File: src/rtl/coef_reload_pkg.sv
// Shared types and defaults for the FIR coefficient reload sequencer.
// The FLUSH state exists only when COEF_RELOAD_FLUSH_EN is defined.
package coef_reload_pkg;

  localparam int TAPS_DEF   = 16;
  localparam int COEF_W_DEF = 16;
  localparam int IDX_W_DEF  = 2;
  localparam int DEC_W_DEF  = 3;
  localparam int TAP_W_DEF  = $clog2(TAPS_DEF);

  typedef enum logic [2:0] {
    BOOT,
    IDLE,
    HOLD,
    LOAD,
    COMMIT,
`ifdef COEF_RELOAD_FLUSH_EN
    FLUSH,
`endif
    DONE
  } state_t;

  typedef struct packed {
    logic filt_en;
    logic out_gate;
    logic busy;
    logic done;
  } ctrl_t;

  // Datapath control levels that hold for the whole time a state is occupied.
  function automatic ctrl_t state_ctrl(input state_t s);
    ctrl_t c;
    c = '0;
    case (s)
      IDLE: begin
        c.filt_en  = 1'b1;
        c.out_gate = 1'b1;
      end
      HOLD, LOAD, COMMIT: c.busy = 1'b1;
`ifdef COEF_RELOAD_FLUSH_EN
      FLUSH: begin
        c.filt_en = 1'b1;
        c.busy    = 1'b1;
      end
`endif
      DONE: begin
        c.filt_en  = 1'b1;
        c.out_gate = 1'b1;
        c.done     = 1'b1;
      end
      default: c = '0;
    endcase
    return c;
  endfunction

endpackage

File: src/rtl/coef_flush_cnt.sv
// Down-counter of smp_valid strobes used to discard stale filter output
// after a coefficient reload; expire flags the strobe that ends the flush.
module coef_flush_cnt #(
  parameter int FLUSH_CNT = 16
) (
  input  logic clk,
  input  logic rst_n,
  input  logic load,
  input  logic smp_valid,
  output logic expire
);

  localparam int CW = $clog2(FLUSH_CNT + 1);

  logic [CW-1:0] cnt;

  always_ff @(posedge clk or negedge rst_n) begin
    if (!rst_n) begin
      cnt <= '0;
    end else if (load) begin
      cnt <= CW'(FLUSH_CNT);
    end else if (smp_valid && (cnt != '0)) begin
      cnt <= cnt - CW'(1);
    end
  end

  assign expire = smp_valid && (cnt == CW'(1));

endmodule

File: src/rtl/coef_reload_seq.sv
// Freezes the decimating FIR, streams a coefficient set from ROM and commits
// the new decimation rate; optional flush phase under COEF_RELOAD_FLUSH_EN.
module coef_reload_seq
  import coef_reload_pkg::*;
#(
  parameter int TAPS     = TAPS_DEF,
  parameter int COEF_W   = COEF_W_DEF,
  parameter int IDX_W    = IDX_W_DEF,
  parameter int DEC_W    = DEC_W_DEF,
  parameter int BOOT_IDX = 1
`ifdef COEF_RELOAD_FLUSH_EN
  ,
  parameter int FLUSH_CNT = TAPS
`endif
) (
  input  logic                            clk,
  input  logic                            rst_n,
  input  logic                            req,
  input  logic [IDX_W-1:0]                req_idx,
  input  logic [DEC_W-1:0]                req_dec,
  input  logic                            smp_valid,
  output logic                            rom_rd,
  output logic [IDX_W+$clog2(TAPS)-1:0]   rom_addr,
  input  logic [COEF_W-1:0]               rom_data,
  output logic                            coef_we,
  output logic [$clog2(TAPS)-1:0]         coef_addr,
  output logic [COEF_W-1:0]               coef_data,
  output logic                            filt_en,
  output logic                            out_gate,
  output logic [DEC_W-1:0]                dec_rate,
  output logic [IDX_W-1:0]                active_idx,
  output logic                            busy,
  output logic                            done,
  output state_t                          state_dbg
);

  localparam int TAP_W = $clog2(TAPS);
  localparam logic [TAP_W:0] LAST_K = TAPS[TAP_W:0];
  localparam logic [TAP_W:0] K_ONE  = 1;

  state_t           state;
  ctrl_t            ctrl;
  logic [TAP_W:0]   k;
  logic [TAP_W:0]   k_nx;
  logic [IDX_W-1:0] tgt_idx;
  logic [DEC_W-1:0] tgt_dec;
  logic             pend_v;
  logic [IDX_W-1:0] pend_idx;
  logic [DEC_W-1:0] pend_dec;

  assign k_nx = k + K_ONE;

`ifdef COEF_RELOAD_FLUSH_EN
  logic flush_exp;

  coef_flush_cnt #(.FLUSH_CNT(FLUSH_CNT)) u_flush (
    .clk       (clk),
    .rst_n     (rst_n),
    .load      (state == COMMIT),
    .smp_valid (smp_valid),
    .expire    (flush_exp)
  );
`else
  logic unused_smp;
  assign unused_smp = smp_valid;
`endif

  always_ff @(posedge clk or negedge rst_n) begin
    if (!rst_n) begin
      state      <= BOOT;
      ctrl       <= '0;
      k          <= '0;
      rom_rd     <= 1'b0;
      rom_addr   <= '0;
      coef_we    <= 1'b0;
      coef_addr  <= '0;
      tgt_idx    <= '0;
      tgt_dec    <= '0;
      pend_v     <= 1'b0;
      pend_idx   <= '0;
      pend_dec   <= '0;
      dec_rate   <= '0;
      active_idx <= '0;
    end else begin
      // Requests that arrive while a load is in flight (including DONE) wait here; latest wins.
      if (req && (state != IDLE)) begin
        pend_v   <= 1'b1;
        pend_idx <= req_idx;
        pend_dec <= req_dec;
      end
      case (state)
        BOOT: begin
          tgt_idx <= IDX_W'(BOOT_IDX);
          tgt_dec <= '0;
          state   <= HOLD;
          ctrl    <= state_ctrl(HOLD);
        end
        IDLE: begin
          if (req) begin
            tgt_idx <= req_idx;
            tgt_dec <= req_dec;
            pend_v  <= 1'b0;
            state   <= HOLD;
            ctrl    <= state_ctrl(HOLD);
          end else if (pend_v) begin
            tgt_idx <= pend_idx;
            tgt_dec <= pend_dec;
            pend_v  <= 1'b0;
            state   <= HOLD;
            ctrl    <= state_ctrl(HOLD);
          end
        end
        HOLD: begin
          k        <= '0;
          rom_rd   <= 1'b1;
          rom_addr <= {tgt_idx, {TAP_W{1'b0}}};
          state    <= LOAD;
          ctrl     <= state_ctrl(LOAD);
        end
        LOAD: begin
          // ROM answers one cycle after the read, so writes trail reads by one tap.
          k <= k_nx;
          if (k == LAST_K) begin
            coef_we <= 1'b0;
            state   <= COMMIT;
            ctrl    <= state_ctrl(COMMIT);
          end else begin
            coef_we   <= 1'b1;
            coef_addr <= k[TAP_W-1:0];
            rom_rd    <= (k_nx != LAST_K);
            rom_addr  <= {tgt_idx, k_nx[TAP_W-1:0]};
          end
        end
        COMMIT: begin
          dec_rate   <= tgt_dec;
          active_idx <= tgt_idx;
`ifdef COEF_RELOAD_FLUSH_EN
          state      <= FLUSH;
          ctrl       <= state_ctrl(FLUSH);
`else
          state      <= DONE;
          ctrl       <= state_ctrl(DONE);
`endif
        end
`ifdef COEF_RELOAD_FLUSH_EN
        FLUSH: begin
          if (flush_exp) begin
            state <= DONE;
            ctrl  <= state_ctrl(DONE);
          end
        end
`endif
        DONE: begin
          state <= IDLE;
          ctrl  <= state_ctrl(IDLE);
        end
        default: begin
          state <= IDLE;
          ctrl  <= state_ctrl(IDLE);
        end
      endcase
    end
  end

  assign coef_data = coef_we ? rom_data : '0;
  assign filt_en   = ctrl.filt_en;
  assign out_gate  = ctrl.out_gate;
  assign busy      = ctrl.busy;
  assign done      = ctrl.done;
  assign state_dbg = state;

endmodule

File: config.mk
export PLATFORM = sky130hd
export DESIGN_NAME = coef_reload_seq
export DESIGN_NICKNAME = d
export VERILOG_FILES = /design/src/rtl/coef_reload_pkg.sv /design/src/rtl/coef_flush_cnt.sv /design/src/rtl/coef_reload_seq.sv
export SDC_FILE = /design/constraint.sdc
export NUM_CORES = 1
export LEC_CHECK = 0
export CORE_UTILIZATION = 46
export CTS_BUF_LIST = sky130_fd_sc_hd__clkbuf_4 sky130_fd_sc_hd__clkbuf_8
export CTS_CLUSTER_DIAMETER = 50
export CTS_CLUSTER_SIZE = 24
export DETAILED_ROUTE_END_ITERATION = 8
export GPL_TIMING_DRIVEN = 0
export PLACE_DENSITY = 0.83
export SETUP_SLACK_MARGIN = 0.05
export SYNTH_ARGS = -nofsm -noshare
export SYNTH_HDL_FRONTEND = slang
export SYNTH_SLANG_ARGS = --single-unit
File: constraint.sdc
create_clock -name clk -period 2.1 [get_ports clk]
set_clock_uncertainty 0.1 [all_clocks]
set_input_delay 0.525 -clock clk [delete_from_list [all_inputs] [get_ports clk]]
set_output_delay 0.525 -clock clk [all_outputs]
set_load 0.02 [all_outputs]
==> run_results.csv <==
group,metric,value,unit
run_status,status,"completed",
cts,clk_pin_slew,0.07,ns
timing,finalCriticalPeriod,2.03,ns
logic_synthesis,synth-edff-count,0,
cts,clk_latency,0.30,ns
logic_synthesis,syn-instance-count,164,
final_layout,diodes,0,
route,drt_iter0_drc,45,
logic_synthesis,postSynthAreaPerCell,11.4,sq um
pwr,peakVddDrop,0.000546,V
final_layout,stdcell_count,281,
floorplan,dieArea,0.00432,sq mm
floorplan,rows,22,
logic_synthesis,syn_nets,192,
cts,cts_resized,19,
global_route,grt-ovfl-total,0,
run,maxCapViolCount,0,
route,firstDrtPassIters,4,
route,drc,0,
critical_path,crit_required,1.47,ns
place,place_congestion,0.766,
global_route,use_met1,0.237,
place,placed_cells,274,
floorplan,pin_count,65,
cts,cts_tree,"built",
logic_synthesis,synth_warnings,0,
global_route,grt_pass1_vias,1386,
final_layout,drive_gt1_frac,0.189,
floorplan,die_w,65.7,um
pwr,pwr_density_cell,784,mW/mm^2
global_route,grt_max_degree,40,
timing,worstMarginPinSlew,0.853,ns
critical_path,setup.worst_path.end_class,"output pin",
route,wl_per_cell,13.9,um
cts,cts_buffer_depth,2,
logic_synthesis,ys_seq_elements,39,
floorplan,core_area,0.00377,sq mm
pwr,p_leak,1.16,nW
global_route,met3_usage,0.0399,
cts,cts_buffers,5,
timing,rsz0062_at_grt,"yes",
logic_synthesis,synth_cell_types,35,
pwr,p_total,2.07,mW
final_layout,area_growth,41.4,%
route,vias_per_cell,5.11,
global_route,grt_pass1_wl,6240,um
critical_path,path_max_fanout,1,
logic_synthesis,ys_seq_area_frac,0.523,
cts,cts_sinks,39,
critical_path,crit_arrival,1.40,ns
critical_path,cp-start-kind,"input pin",
route,postRouteAntennaNets,0,
timing,setup_viol,0,
cts,clock-root-buffer,"clkbuf_8",
timing,period_share,0.965,
global_route,gr-max-usage-layer,"met2",
timing,drv_slew,0,
logic_synthesis,synthArstFlopShare,1.00,
final_layout,finish.utilization,0.700,
route,wl,3910,um
cts,postCtsSetupBuffers,0,
route,vias,1437,
floorplan,start_util,0.495,
place,placed_area,0.00254,sq mm
global_route,grtUsageMet2,0.321,
place,hpwlAfterDp,2860,um
logic_synthesis,synth_area,0.00187,sq mm
cts,htree_levels,2,
final_layout,nets,261,
final_layout,final_design_area_no_fill,0.00264,sq mm
critical_path,path_class,"in2out",
timing,slew_headroom,0.431,
global_route,grtUsageTotal,0.193,
cts,postCtsHoldBufs,0,
timing,fmax,0.493,GHz
logic_synthesis,synthFlopType,"dfrtp_1",
timing,hold_viol_final,0,
min_path,hold_path.class,"in2async",
floorplan,die-height,65.7,um
place,port_buffers,62,
global_route,antenna_found_initial,0,
## power breakdown
group | total (mW) | switching [mW] | internal [mW]
registers | 0.922 | 0.0666 | 0.855
logic | 0.532 | 0.251 | 0.282
clock network | 0.615 | 0.254 | 0.361
## critical path, cell delays in order
cell             delay (ns)
clkdlybuf4s50_1        0.46
and2_1                 0.12
clkdlybuf4s15_1        0.30
## kinds of logic after synthesis
group / after synthesis / synth area share
AOI/OAI and AO/OA: 31 / 0.115
xor gates and xnor gates: 3 / 0.0141
adders and majority gates: 3 / 0.0201
DFF: 39 / 0.523
buffers and inverters: 13 / 0.0395
and+or+nand+nor: 54 / 0.161
muxes: 21 / 0.128
## sequential cells by signal, indices dropped and copies added (netlist names)
register	flops
coef_we	1
busy	1
pend_dec	3
active_idx	2
dec_rate	3
filt_en	1
pend_idx	2
coef_addr	4
pend_v	1
tgt_idx	2
state_dbg	3
rom_addr	6
done	1
rom_rd	1
tgt_dec	3
k	5
## metal layers
layer | part of all wire | vias up | wire length (um)
li1 | - | 707 | -
met1 | 0.44 | 695 | 1710
met2 | 0.52 | 29 | 2040
met3 | 0.031 | 6 | 121
met4 | 0.010 | 0 | 39
met5 | 0 | - | 0
## layout make-up
type / count / area, sq um
multi-input cells: 112 / 817
clock buffers: 6 / 76.3
well taps: 48 / 60.1
repair buffers: 62 / 603
inverters: 4 / 15.0
flip-flops and latches: 39 / 977
fillers: 304 / 1130
clock inverters: 1 / 30.0
plain buffers: 9 / 60.1
## synth_stat cells (2+ instances only)
master / instances / share of area
dfrtp_1: 39 / 0.52
and2_1: 17 / 0.057
nand2_1: 17 / 0.034
mux2_2: 15 / 0.090
o21ai_0: 8 / 0.021
a21oi_1: 6 / 0.016
buf_2: 5 / 0.013
nand2b_1: 5 / 0.017
o31ai_1: 5 / 0.020
inv_1: 4 / 0.0080
mux2i_1: 4 / 0.021
a21o_1: 3 / 0.012
ha_1: 3 / 0.020
nand3_1: 3 / 0.0080
nor3_1: 3 / 0.0080
a22o_1: 2 / 0.0094
a31oi_1: 2 / 0.0067
buf_6: 2 / 0.012
mux2_4: 2 / 0.016
nor2_1: 2 / 0.0040
nor2_2: 2 / 0.0067
xor2_1: 2 / 0.0094
## layout by cell type, fill, tap and decap left out, types with 3 or more instances in the layout
| cell | Yosys | layout |
|---|---|---|
| mux2_2 | 15 | 15 |
| inv_1 | 4 | 4 |
| nand2b_1 | 5 | 5 |
| dfrtp_1 | 39 | 38 |
| a21oi_1 | 6 | 6 |
| clkbuf_2 | 0 | 3 |
| clkdlybuf4s15_1 | 0 | 13 |
| clkbuf_8 | 0 | 5 |
| ha_1 | 3 | 3 |
| o31ai_1 | 5 | 5 |
| nand3_1 | 3 | 3 |
| nor3_1 | 3 | 3 |
| mux2i_1 | 4 | 4 |
| a21o_1 | 3 | 3 |
| and2_1 | 17 | 17 |
| nand2_1 | 17 | 17 |
| o21ai_0 | 8 | 8 |
| clkdlybuf4s50_1 | 0 | 44 |
| buf_2 | 5 | 6 |
## path summary, 6_finish.rpt
kind | slack [ns] | end | start | cells past startpoint
max | 0.07 | coef_data[10] | rom_data[10] | 3
min | 0.23 | rom_addr[3] | rst_n | 1
max reg2reg | 0.23 | coef_addr[2] | k[0] | 5
min reg2reg | 0.39 | rom_addr[2] | rom_addr[2] | 2
max in group asynchronous | 1.08 | coef_we | rst_n | 1
min in group clk | 0.39 | rom_addr[2] | rom_addr[2] | 2
## metrics by stage
stage | TNS (ns) | hold slack [ns] | worst slack (ns)
floorplan | 0 | 0.129 | 0.400
global placement | -21.92 | 0.359 | -0.479
detailed placement | -3.41 | 0.372 | -0.225
CTS | 0 | 0.257 | 0.0481
global route | 0 | 0.311 | 0.0354
finish | 0 | 0.232 | 0.0735
Power figures use the tool's default switching activity.
